## config.mk

```make
export PLATFORM = sky130hd
export DESIGN_NAME = bcd_countdown_timer
export DESIGN_NICKNAME = d
export VERILOG_FILES = /design/src/rtl/timer_pkg.sv /design/src/rtl/bcd_down_digit.sv /design/src/rtl/bcd_countdown_timer.sv
export SDC_FILE = /design/constraint.sdc
export NUM_CORES = 1
export LEC_CHECK = 0
export BUFFER_PORTS_ARGS = -buffer_cell sky130_fd_sc_hd__buf_2
export CAP_MARGIN = 5
export CORE_ASPECT_RATIO = 1.5
export CORE_MARGIN = 2
export CORE_UTILIZATION = 50
export CTS_CLUSTER_SIZE = 20
export DETAILED_ROUTE_END_ITERATION = 7
export PLACE_DENSITY = 0.77
export SLEW_MARGIN = 20
export SYNTH_ARGS = -nofsm -noshare
export SYNTH_HDL_FRONTEND = slang
export SYNTH_SLANG_ARGS = --single-unit
```

## constraint.sdc

```tcl
create_clock -name CP -period 2.74 [get_ports CP]
set_input_delay 0.685 -clock CP [delete_from_list [all_inputs] [get_ports CP]]
set_output_delay 0.685 -clock CP [all_outputs]
set_load 0.02 [all_outputs]
```

## src/rtl/timer_pkg.sv

```systemverilog
// Shared definitions for the MM:SS BCD countdown timer.
package timer_pkg;

    typedef enum logic [1:0] {
        IDLE  = 2'b00,
        RUN   = 2'b01,
        PAUSE = 2'b10,
        DONE  = 2'b11
    } state_e;

    localparam int SU_LSB = 0;
    localparam int ST_LSB = 4;
    localparam int MU_LSB = 8;
    localparam int MT_LSB = 12;

    localparam logic [3:0] DIGIT_MAX = 4'd9;

    function automatic logic [3:0] sat_digit(
        input logic [3:0] d,
        input logic [3:0] mx
    );
        return (d > mx) ? mx : d;
    endfunction

endpackage

```

## src/rtl/bcd_down_digit.sv

```systemverilog
// One BCD down-counting digit; wraps 0 -> Max and flags a borrow to the next digit.
module bcd_down_digit (
    output logic [3:0] Q,
    output logic       Borrow,
    input  logic       CR,
    input  logic       En,
    input  logic       Load,
    input  logic [3:0] D,
    input  logic [3:0] Max,
    input  logic       CP
);

    logic [3:0] q_q;

    always_ff @(posedge CP or posedge CR) begin
        if (CR) begin
            q_q <= 4'd0;
        end else if (Load) begin
            q_q <= D;
        end else if (En) begin
            q_q <= (q_q == 4'd0) ? Max : q_q - 4'd1;
        end
    end

    assign Q      = q_q;
    assign Borrow = (q_q == 4'd0) & En;

endmodule

```

## src/rtl/bcd_countdown_timer.sv

```systemverilog
// MM:SS BCD countdown timer: control FSM, preset saturation and alarm logic
// around a four-digit borrow chain.
module bcd_countdown_timer
    import timer_pkg::*;
#(
    parameter int MIN_TENS_MAX = 9,
    parameter int SEC_TENS_MAX = 5
) (
    input  logic        CP,
    input  logic        CR,
    input  logic        En,
    input  logic        Load,
    input  logic        Start,
    input  logic        Stop,
    input  logic [15:0] Preset,
    output logic [15:0] Cnt,
    output logic        Busy,
    output logic        Done,
    output logic        Alarm
);

    localparam logic [3:0] MT_MAX = 4'(MIN_TENS_MAX);
    localparam logic [3:0] ST_MAX = 4'(SEC_TENS_MAX);

    state_e     state_q, state_d;
    logic       busy_q, done_q, done_d, alarm_q, alarm_d;
    logic [3:0] dig [4];
    logic [3:0] bor;
    logic       tick, fire, cnt_zero, cnt_one;
    logic       unused_top_borrow;

    assign cnt_zero = (Cnt == 16'h0000);
    assign cnt_one  = (Cnt == 16'h0001);

    // Higher-priority controls on the same edge swallow the tick.
    assign tick = En & ~Load & ~Stop & ~Start
                & (state_q == RUN) & ~cnt_zero;
    assign fire = tick & cnt_one;

    for (genvar i = 0; i < 4; i++) begin : g_dig
        localparam logic [3:0] LIM = (i == 3) ? MT_MAX :
                                     (i == 1) ? ST_MAX : DIGIT_MAX;
        logic en_w;
        assign en_w = (i == 0) ? tick : bor[(i > 0) ? i - 1 : 0];
        bcd_down_digit u_dig (
            .Q      (dig[i]),
            .Borrow (bor[i]),
            .CR     (CR),
            .En     (en_w),
            .Load   (Load),
            .D      (sat_digit(Preset[i*4 +: 4], LIM)),
            .Max    (LIM),
            .CP     (CP)
        );
    end

    assign unused_top_borrow = bor[3];

    always_comb begin
        state_d = state_q;
        alarm_d = alarm_q;
        done_d  = 1'b0;
        if (Load) begin
            state_d = IDLE;
            alarm_d = 1'b0;
        end else if (Stop) begin
            if (state_q == RUN) state_d = PAUSE;
        end else if (Start) begin
            case (state_q)
                IDLE, PAUSE: state_d = cnt_zero ? IDLE : RUN;
                DONE: begin
                    state_d = IDLE;
                    alarm_d = 1'b0;
                end
                default: state_d = state_q;
            endcase
        end else if (fire) begin
            state_d = DONE;
            done_d  = 1'b1;
            alarm_d = 1'b1;
        end
    end

    always_ff @(posedge CP or posedge CR) begin
        if (CR) begin
            state_q <= IDLE;
            busy_q  <= 1'b0;
            done_q  <= 1'b0;
            alarm_q <= 1'b0;
        end else begin
            state_q <= state_d;
            busy_q  <= (state_d == RUN);
            done_q  <= done_d;
            alarm_q <= alarm_d;
        end
    end

    assign Cnt   = {dig[3], dig[2], dig[1], dig[0]};
    assign Busy  = busy_q;
    assign Done  = done_q;
    assign Alarm = alarm_q;

endmodule
```

==> results of run 1 <==
layer usage:
metal,vias to the layer above,GRT usage
met5,-,0
met4,0,0.114
met3,6,0.0330
met2,37,0.429
met1,639,0.280
li1,615,-
how the worst min path moves through the flow:
stage | start | cells past startpoint | end | slack [ns]
after floorplan | state_q[0] | 2 | state_q[0] | 0.58
after global placement | Alarm | 1 | Alarm | 0.50
after detailed placement | Alarm | 1 | Alarm | 0.49
after CTS | CR | 2 | Alarm | 0.52
after global routing | Alarm | 1 | Alarm | 0.54
final | CR | 2 | Alarm | 0.49
worst register-to-register path: stages (launching register included):
cell and delay [ns]:
dfrtp_1 0.45, nor4_1 0.53, nand3_1 0.35, or4_1 0.58
a31oi_1 0.16
cells by family after synthesis:
logic type,synth area share
compound gates,0.241
buf+inv,0.0337
flops,0.417
mux,0.00794
simple gates,0.301
power by group through the flow:
| stage | logic (mW) | registers [mW] | clock network, mW |
|---|---|---|---|
| 6_report | 0.152 | 0.363 | 0.156 |
| 5_1_grt | 0.170 | 0.369 | 0.170 |
| 4_1_cts | 0.154 | 0.363 | 0.158 |
| 3_5_place_dp | 0.153 | 0.369 | 0 |
| 3_3_place_gp | 0.150 | 0.367 | 0 |
| 2_1_floorplan | 0.0707 | 0.389 | 0 |
registers in the layout, indices dropped and copies added (netlist names):
name	cells
g_dig.u_dig.Q	16
state_q	2
Alarm	1
Busy	1
Done	1
cell usage after synthesis (2+ instances only):
cell      number  area (sq um)
o21ai_0        6          30.0
dfrtp_1       21           526
or3_1          4          25.0
nand4_1        2          12.5
o311ai_0       2          17.5
nand2_1        9          33.8
a21oi_1        5          25.0
a31oi_1        4          25.0
nor4_1         5          31.3
o21a_1         3          22.5
nor2_1        12          45.0
or4_1          3          22.5
nor2b_1        2          12.5
or2_2          2          12.5
inv_1          6          22.5
nor4b_1        2          17.5
o211ai_1       4          30.0
nand3_1        4          20.0
and3_1         2          12.5
a22oi_1        2          15.0
o31ai_1        2          15.0
a311o_1        2          20.0
nor3_1         2          10.0
cell type report:
| type | count | share of cell area |
|---|---|---|
| clock inverters | 1 | 0.00332 |
| inverters | 6 | 0.0150 |
| clock buffers | 3 | 0.0150 |
| multi-input cells | 104 | 0.460 |
| well taps | 24 | 0.0199 |
| repair buffers | 41 | 0.138 |
| flip-flops and latches | 21 | 0.349 |
stage by stage:
stage	cells	power [mW]
2_1_floorplan	134	0.460
3_3_place_gp	196	0.517
3_5_place_dp	196	0.522
4_1_cts	200	0.674
5_1_grt	200	0.708
6_report	200	0.671
==> run_results.csv, run 1 <==
group,metric,value,unit
run_status,status,"finished clean",
sta,fin_crit_sh,0.781,
finish,diodes,0,
setup_path,cp.required,2.99,ns
sta,hold_violations,0,
setup_path,rrSetupSlack,0.60,ns
clock_tree,hold_buffers,0,
die,die_w,45.0,microns
power,ir_drop,0.298,mV
setup_path,r2r_end,"g_dig[3].u_dig.Q[0]",
global_route,overflow,0,
drt,wl_met1,1260,microns
sta,min_period,2.14,ns
synthesis,synthArstFlopShare,1.00,
place,gp_congestion,0.848,
sta,max_clock_freq,467,MHz
drt,routed_via_density,6.49,
power,seqPwrFrac,0.541,
power,swShare,0.332,
setup_path,cp_max_fo,9,
place,dp_slack,0.315,ns
synthesis,synth_area,1260,sq um
sta,setup_viol,0,
power,p_int,0.449,mW
drt,dr_wl_met3,131,microns
clock_tree,clockBufferDepth,2,
power,comb_power_share,0.227,
sta,setup_ws,0.599,ns
finish,multi_input_area,693,sq um
drt,wirelength,3140,microns
finish,stdcell_area,1510,sq um
power,p_switching,0.223,mW
setup_path,crit_type,"reg -> reg",
clock_tree,ctsResizeCount,0,
global_route,grt_max_degree,22,
synthesis,syn_nets,156,
drt,top_layer,"met4",
die,fp-row-count,22,
power,power.density,446,nW/um^2
synthesis,synth-seq-area-share,0.417,
global_route,grt_pass1_wl,5460,microns
drt,drt_iter0_markers,30,
setup_path,crit_family,"simple AND/OR/NAND/NOR gates",
drt,wl_per_cell,15.7,microns
die,initial_core_util,0.521,
synthesis,synth_seq_cells,21,
setup_path,cp-start-kind,"register",
synthesis,synth_edf_count,0,
global_route,first_global_vias,1308,
setup_path,crit_chain,"nor4_1, nand3_1, or4_1, a31oi_1",
clock_tree,htree_levels,1,
place,port_buffers,40,
die,boundaryPins,41,
synthesis,synth_ff_type,"dfrtp_1",
clock_tree,cts_tree,"built",
run,maxCapViolCount,0,
setup_path,endpoint,"g_dig[3].u_dig.Q[0]",
setup_path,endpoint_kind,"register",
sta,grt_setup_unrepaired,"no",
place,place_area,1480,sq um
place,hpwl,2450,microns
finish,final_common_cell,"buf_2",
finish,nFillCells,228,
synthesis,syn_inst,134,
die,dieArea,2950,sq um
global_route,antenna_found_initial,0,
sta,worst_pin_slew,0.801,ns
clock_tree,clk_pin_slew,0.13,ns
drt,antenna_left,0,
sta,slew_viol_final,0,
setup_path,crit_slowest_cell,"or4_1",
drt,wl_met2,1710,microns
setup_path,worst_path_largest_cell_delay,0.58,ns
setup_path,arrival,2.39,ns
power,clkPwrFrac,0.232,
sta,final.setup.tns,0,ns
clock_tree,clk_latency,0.32,ns
clock_tree,postCtsSetupRepairBufs,0,
drt,num_vias,1297,
die,die_h,65.5,microns
finish,final_cell_mix,"40 x buf_2, 21 x dfrtp_1, 12 x nor2_1, 9 x nand2_1",
drt,first_pass_iters,4,
setup_path,crit_path_start,"g_dig[2].u_dig.Q[1]",
die,coreArea,2420,sq um
setup_path,reg2reg_depth,4,
power,p_leak,0.666,nW
clock_tree,clkSinkCount,21,
clock_tree,clock-root-buffer,"clkbuf_4",
synthesis,ys_types,51,
finish,drive_above_1_share,0.313,
hold_path,hold_path_class,"in -> async",
finish,seq_area,526,sq um
synthesis,syn-mean-instance-area,9.41,sq um
sta,fin_skew,0.00898,ns
finish,post-route-util,0.622,
setup_path,crit_buf_inv,0,
synthesis,ys_warn_count,0,
sta,max-slew-margin-rel,0.465,
setup_path,cp.depth,4,
clock_tree,numCtsBuffers,3,
global_route,gr-usage-all-layers,0.244,
drt,drc,0,
finish,final_nets,199,
sta,hold-worst-slack,0.490,ns
setup_path,timing.rr.start,"g_dig[2].u_dig.Q[1]",
finish,area_growth,19.4,%
(Power assumes the default switching activity.)
==> inputs of run 2 (changes only) <==
--- a/config.mk
+++ b/config.mk
@@ -9,10 +9,10 @@
 export CAP_MARGIN = 5
 export CORE_ASPECT_RATIO = 1.5
 export CORE_MARGIN = 2
-export CORE_UTILIZATION = 50
+export CORE_UTILIZATION = 45
 export CTS_CLUSTER_SIZE = 20
 export DETAILED_ROUTE_END_ITERATION = 7
-export PLACE_DENSITY = 0.77
+export PLACE_DENSITY = 0.73
 export SLEW_MARGIN = 20
 export SYNTH_ARGS = -nofsm -noshare
 export SYNTH_HDL_FRONTEND = slang
==> constraint.sdc (replaced) <==
create_clock -name CP -period 1.8 [get_ports CP]
set_input_delay 0.45 -clock CP [delete_from_list [all_inputs] [get_ports CP]]
set_output_delay 0.45 -clock CP [all_outputs]
set_load 0.02 [all_outputs]
==> run 2 against run 1 <==
The run now ends with negative setup slack left. Largest power group unchanged. Core utilization grew 10 points. Clock skew is 0.0069 ns lower. Sequential share of layout area down 7.6 points.
==> run_results.csv, run 2 (synthesis gave the netlist of run 1 again) <==
group,metric,value,unit
run_status,status,"finished, violations left",
run_status,violations,"negative setup slack",
die,dieArea,3250,sq um
power,power.density,611,nW/um^2
sta,min_period,1.93,ns
clock_tree,cts_tree,"built",
drt,routed_via_density,5.67,
clock_tree,clk_latency,0.26,ns
finish,drive_above_1_share,0.521,
finish,final_common_cell,"buf_2",
drt,drc,0,
power,seqPwrFrac,0.458,
drt,antenna_left,0,
finish,seq_area,531,sq um
setup_path,worst_path_largest_cell_delay,0.54,ns
sta,fin_crit_sh,1.07,
global_route,antenna_found_initial,0,
finish,diodes,0,
clock_tree,clkSinkCount,21,
place,hpwl,2960,microns
finish,final_cell_mix,"40 x buf_2, 38 x buf_4, 17 x dfrtp_1, 10 x nor2_1, 9 x nand2_1",
sta,slew_viol_final,0,
sta,worst_pin_slew,0.473,ns
clock_tree,clk_pin_slew,0.07,ns
die,fp-row-count,23,
die,initial_core_util,0.471,
clock_tree,clockBufferDepth,2,
setup_path,cp.required,1.96,ns
finish,stdcell_area,1940,sq um
setup_path,crit_slowest_cell,"or4_4",
sta,max_clock_freq,518,MHz
die,coreArea,2680,sq um
power,comb_power_share,0.281,
global_route,first_global_vias,1406,
sta,grt_setup_unrepaired,"yes",
setup_path,crit_family,"simple AND/OR/NAND/NOR gates",
setup_path,arrival,2.09,ns
drt,num_vias,1430,
clock_tree,numCtsBuffers,3,
setup_path,cp_max_fo,2,
setup_path,endpoint_kind,"register",
drt,wirelength,3940,microns
place,place_area,1770,sq um
power,clkPwrFrac,0.262,
place,placed_cells,243,
setup_path,crit_buf_inv,0,
finish,area_growth,54.2,%
global_route,gr-usage-all-layers,0.260,
finish,fin_cells,252,
setup_path,crit_chain,"or4_4, or3_4, or4_4, o211ai_1",
power,p_int,0.814,mW
setup_path,cp-start-kind,"register",
drt,first_pass_iters,4,
die,die_w,47.2,microns
power,p_leak,0.867,nW
sta,hold_violations,0,
power,p_switching,0.374,mW
sta,setup_viol,5,
drt,drt_iter0_markers,48,
global_route,overflow,0,
sta,max-slew-margin-rel,0.677,
finish,post-route-util,0.727,
finish,multi_input_area,792,sq um
finish,nFillCells,210,
sta,setup_ws,-0.130,ns
hold_path,hold_path_class,"in -> async",
finish,final_nets,238,
power,swShare,0.315,
setup_path,crit_type,"reg -> reg",
global_route,grt_pass1_wl,6080,microns
place,port_buffers,40,
power,ir_drop,0.612,mV
drt,wl_per_cell,15.6,microns
sta,fin_skew,0.00205,ns
finish,largest_register_ffs,16,
power,p_total,1.19,mW
clock_tree,htree_levels,1,
die,boundaryPins,41,
run,maxCapViolCount,0,
global_route,grt_max_degree,22,
clock_tree,clock-root-buffer,"clkbuf_8",
clock_tree,hold_buffers,0,
place,gp_congestion,0.812,
setup_path,cpMostUsedCell,"or4_4",
die,die_h,68.8,microns
==> run 2: cell types whose count changed in the layout (fill, tap and decap cells not counted), moves of 4 or more <==
cell     before  now
nor4_1        5    1
dfrtp_2       0    4
dfrtp_1      21   17
buf_4         1   38
==> run 2: final cells by class <==
cell class | count | share of cell area
Tap cell | 37 | 0.0238
Multi-Input combinational cell | 104 | 0.407
Sequential cell | 21 | 0.273
Timing Repair Buffer | 80 | 0.261
Inverter | 6 | 0.0116
Clock buffer | 4 | 0.0232
==> run 2: per-stage QoR <==
stage	worst slack (ns)	setup TNS (ns)	hold slack [ns]
after floorplan	-0.179	-0.179	0.426
after global placement	-0.116	-0.364	0.491
after detailed placement	-0.219	-0.745	0.495
after CTS	-0.118	-0.283	0.213
after global routing	-0.180	-0.657	0.237
final	-0.130	-0.336	0.210
==> run 2: layer usage <==
metal	global-route usage	wire [microns]	part of all wire	vias to the layer above
li1	-	-	-	691
met1	0.289	1610	0.41	706
met2	0.473	2190	0.56	28
met3	0.0391	94	0.024	5
met4	0.101	45	0.011	0
met5	0	0	0	-
==> run 2: timing repair <==
item | CTS | global route
setup endpoints to repair | 4 | 15
gates resized for setup | 4 | 14
gates cloned | 0 | 0
setup buffers | 3 | 2
pin swaps | 4 | 2
==> run 2: worst paths after layout <==
check	slack, ns	endpoint	cells after the start	startpoint
worst min register to register	0.52	Alarm	1	Alarm
worst max-delay path	-0.13	g_dig[2].u_dig.Q[2]	4	g_dig[1].u_dig.Q[0]
worst min-delay path	0.21	Done	3	CR
worst max register to register	-0.13	g_dig[2].u_dig.Q[2]	4	g_dig[1].u_dig.Q[0]
min in group CP	0.41	g_dig[0].u_dig.Q[1]	2	Preset[3]
max in group asynchronous	1.35	g_dig[1].u_dig.Q[0]	3	CR
==> run 2: worst min-delay path, cell delays in order <==
cell	delay, ns
buf_2	0.10
inv_1	0.04
buf_4	0.28
==> run 2: power by group through the flow <==
stage | clock network (mW) | registers [mW] | logic (mW)
finish | 0.311 | 0.544 | 0.333
global route | 0.332 | 0.549 | 0.361
CTS | 0.317 | 0.538 | 0.321
detailed placement | 0 | 0.547 | 0.306
global placement | 0 | 0.545 | 0.297
floorplan | 0 | 0.595 | 0.112
==> inputs of run 3 (changes only) <==
--- a/config.mk
+++ b/config.mk
@@ -5,8 +5,9 @@
 export SDC_FILE = /design/constraint.sdc
 export NUM_CORES = 1
 export LEC_CHECK = 0
+export ABC_AREA = 1
 export BUFFER_PORTS_ARGS = -buffer_cell sky130_fd_sc_hd__buf_2
-export CAP_MARGIN = 5
+export CAP_MARGIN = 20
 export CORE_ASPECT_RATIO = 1.5
 export CORE_MARGIN = 2
 export CORE_UTILIZATION = 45
==> run 3 against run 2 <==
The run now ends clean. Critical path depth up 5. Via count down 6.4%. Flip-flop and latch count unchanged. Worst hold slack better by 0.0035 ns. Highest routed layer unchanged. Sequential share of layout area up 5.5 points. Critical path type unchanged. Largest cell class unchanged.
==> run_results.csv, run 3 <==
group,metric,value,unit
run_status,status,"finished clean",
synthesis,synth_ff_type,"dfrtp_1",
synthesis,synthSimpleGateAreaFrac,0.372,
finish,multi_input_area,682,sq um
power,seqPwrFrac,0.451,
synthesis,synth_seq_cells,21,
finish,final_nets,244,
setup_path,arrival,1.79,ns
die,die_w,47.8,microns
place,gp_congestion,0.892,
sta,fin_crit_sh,0.892,
clock_tree,clkSinkCount,21,
sta,slew_viol_final,0,
clock_tree,postCtsSetupRepairBufs,0,
place,place_area,1560,sq um
finish,final_cell_mix,"40 x nand2_1, 40 x buf_2, 24 x nor2_1, 21 x dfrtp_1, 18 x inv_1",
global_route,grt_max_degree,22,
drt,routed_via_density,5.19,
global_route,overflow,0,
die,coreArea,2710,sq um
place,placed_cells,254,
drt,dr_wl_met3,152,microns
clock_tree,cts_tree,"built",
drt,drt_iter0_markers,34,
synthesis,synth.area.mux_share,0,
die,fp-row-count,23,
synthesis,synth_compound_area_frac,0.141,
power,p_total,1.36,mW
synthesis,synth-seq-area-share,0.405,
setup_path,cp_max_fo,5,
setup_path,cp-start-kind,"register",
power,swShare,0.369,
synthesis,synthAdderAreaFrac,0,
drt,wl_met2,1690,microns
synthesis,synth_top_cell_area_share,0.405,
clock_tree,hold_buffers,0,
clock_tree,clk_pin_slew,0.07,ns
sta,fin_skew,0.00397,ns
synthesis,syn-mean-instance-area,7.37,sq um
sta,grt_setup_unrepaired,"no",
power,p_int,0.857,mW
setup_path,crit_type,"reg -> reg",
synthesis,syn_nets,198,
power,p_leak,0.850,nW
power,ir_drop,0.502,mV
synthesis,synthArstFlopShare,1.00,
global_route,gr-usage-all-layers,0.205,
sta,min_period,1.61,ns
clock_tree,htree_levels,1,
synthesis,yosysTopAreaCell,"dfrtp_1",
drt,antenna_left,0,
sta,hold_violations,0,
clock_tree,clk_latency,0.25,ns
drt,wirelength,3050,microns
sta,max-slew-margin-rel,0.796,
synthesis,synth_area,1300,sq um
synthesis,ys_types,29,
finish,stdcell_area,1610,sq um
synthesis,synth_edf_count,0,
finish,drive_above_1_share,0.290,
sta,max_clock_freq,623,MHz
drt,wl_met1,1180,microns
run,maxCapViolCount,0,
clock_tree,clock-root-buffer,"clkbuf_8",
sta,worst_pin_slew,0.304,ns
global_route,grt_pass1_wl,5310,microns
sta,setup_viol,0,
clock_tree,clockBufferDepth,2,
power,power.density,846,nW/um^2
die,boundaryPins,41,
place,hpwl,2450,microns
setup_path,crit_buf_inv,0,
die,initial_core_util,0.479,
synthesis,ys_warn_count,0,
sta,hold-worst-slack,0.213,ns
finish,largest_register_ffs,16,
synthesis,syn_inst,176,
setup_path,crit_chain,"nor2_2, nand2_1, nor2_2, nand2_2, nand2_4, nand2_4, o21ai_1, o21ai_1, nor2_1",
drt,num_vias,1338,
power,comb_power_share,0.330,
power,p_switching,0.502,mW
finish,fin_cells,258,
power,clkPwrFrac,0.219,
finish,nFillCells,265,
global_route,antenna_found_initial,0,
global_route,first_global_vias,1321,
drt,first_pass_iters,4,
setup_path,crit_family,"simple AND/OR/NAND/NOR gates",
synthesis,synth_top_family_by_area,"simple AND/OR/NAND/NOR gates",
drt,top_layer,"met4",
clock_tree,ctsResizeCount,0,
die,dieArea,3330,sq um
drt,wl_per_cell,11.8,microns
die,die_h,69.7,microns
place,port_buffers,40,
setup_path,endpoint_kind,"register",
synthesis,synthXorXnorAreaFrac,0.0135,
finish,area_growth,23.8,%
sta,final.setup.tns,0,ns
synthesis,ys_top_cells_by_area,"dfrtp_1 41%, nand2_1 12%, nor2_1 6.9%",
hold_path,hold_path_class,"in -> async",
setup_path,cp.required,1.98,ns
clock_tree,numCtsBuffers,3,
finish,diodes,0,
synthesis,synth_most_common_cell,"nand2_1",
synthesis,synth.cells.most_frequent,"40 x nand2_1, 24 x nor2_1, 21 x dfrtp_1",
setup_path,worst_path_largest_cell_delay,0.43,ns
finish,seq_area,526,sq um
drt,drc,0,
setup_path,crit_slowest_cell,"dfrtp_1",
-- run 3: through the flow --
stage	util	setup WS (ns)
after floorplan	-	0.341
after global placement	0.577	0.217
after detailed placement	0.577	0.156
after CTS	0.593	0.196
after global routing	0.593	0.0737
final	0.593	0.194
-- run 3: worst paths after layout --
check                                     from             endpoint  slack [ns]  cells after the start
max                        g_dig[3].u_dig.Q[0]  g_dig[2].u_dig.Q[3]        0.19                      9
min                                         CR  g_dig[2].u_dig.Q[1]        0.21                      3
max reg2reg                g_dig[3].u_dig.Q[0]  g_dig[2].u_dig.Q[3]        0.19                      9
min reg2reg                              Alarm                Alarm        0.52                      2
max in group asynchronous                   CR                 Busy        1.37                      3
min in group CP                      Preset[5]  g_dig[1].u_dig.Q[1]        0.47                      3
-- run 3: cells by family after synthesis --
family / count (synthesis)
AND/OR/NAND/NOR: 100
XOR/XNOR: 2
buffers and inverters: 23
AO/OA/AOI/OAI: 30
flip-flops: 21
-- run 3: layout make-up --
type	count	share of cell area
flip-flops and latches	21	0.327
multi-input cells	132	0.425
well taps	37	0.0288
clock buffers	4	0.0281
inverters	20	0.0475
repair buffers	44	0.143
-- run 3: power groups by stage --
stage	clock network [mW]	registers (mW)	logic, mW
final	0.298	0.613	0.448
after global routing	0.330	0.624	0.500
after CTS	0.306	0.612	0.448
after detailed placement	0	0.620	0.448
after global placement	0	0.617	0.432
after floorplan	0	0.687	0.226
-- run 3: worst register-to-register path, cell delays in order (launching register included) --
cell	delay [ns]
dfrtp_1	0.43
nor2_2	0.20
nand2_1	0.11
nor2_2	0.14
nand2_2	0.11
nand2_4	0.11
nand2_4	0.07
o21ai_1	0.17
o21ai_1	0.10
nor2_1	0.10
-- run 3: layer usage --
layer	GRT usage	vias to the layer above
met3	0.0260	4
met5	0	-
met4	0.0631	0
met2	0.356	40
li1	-	669
met1	0.245	625
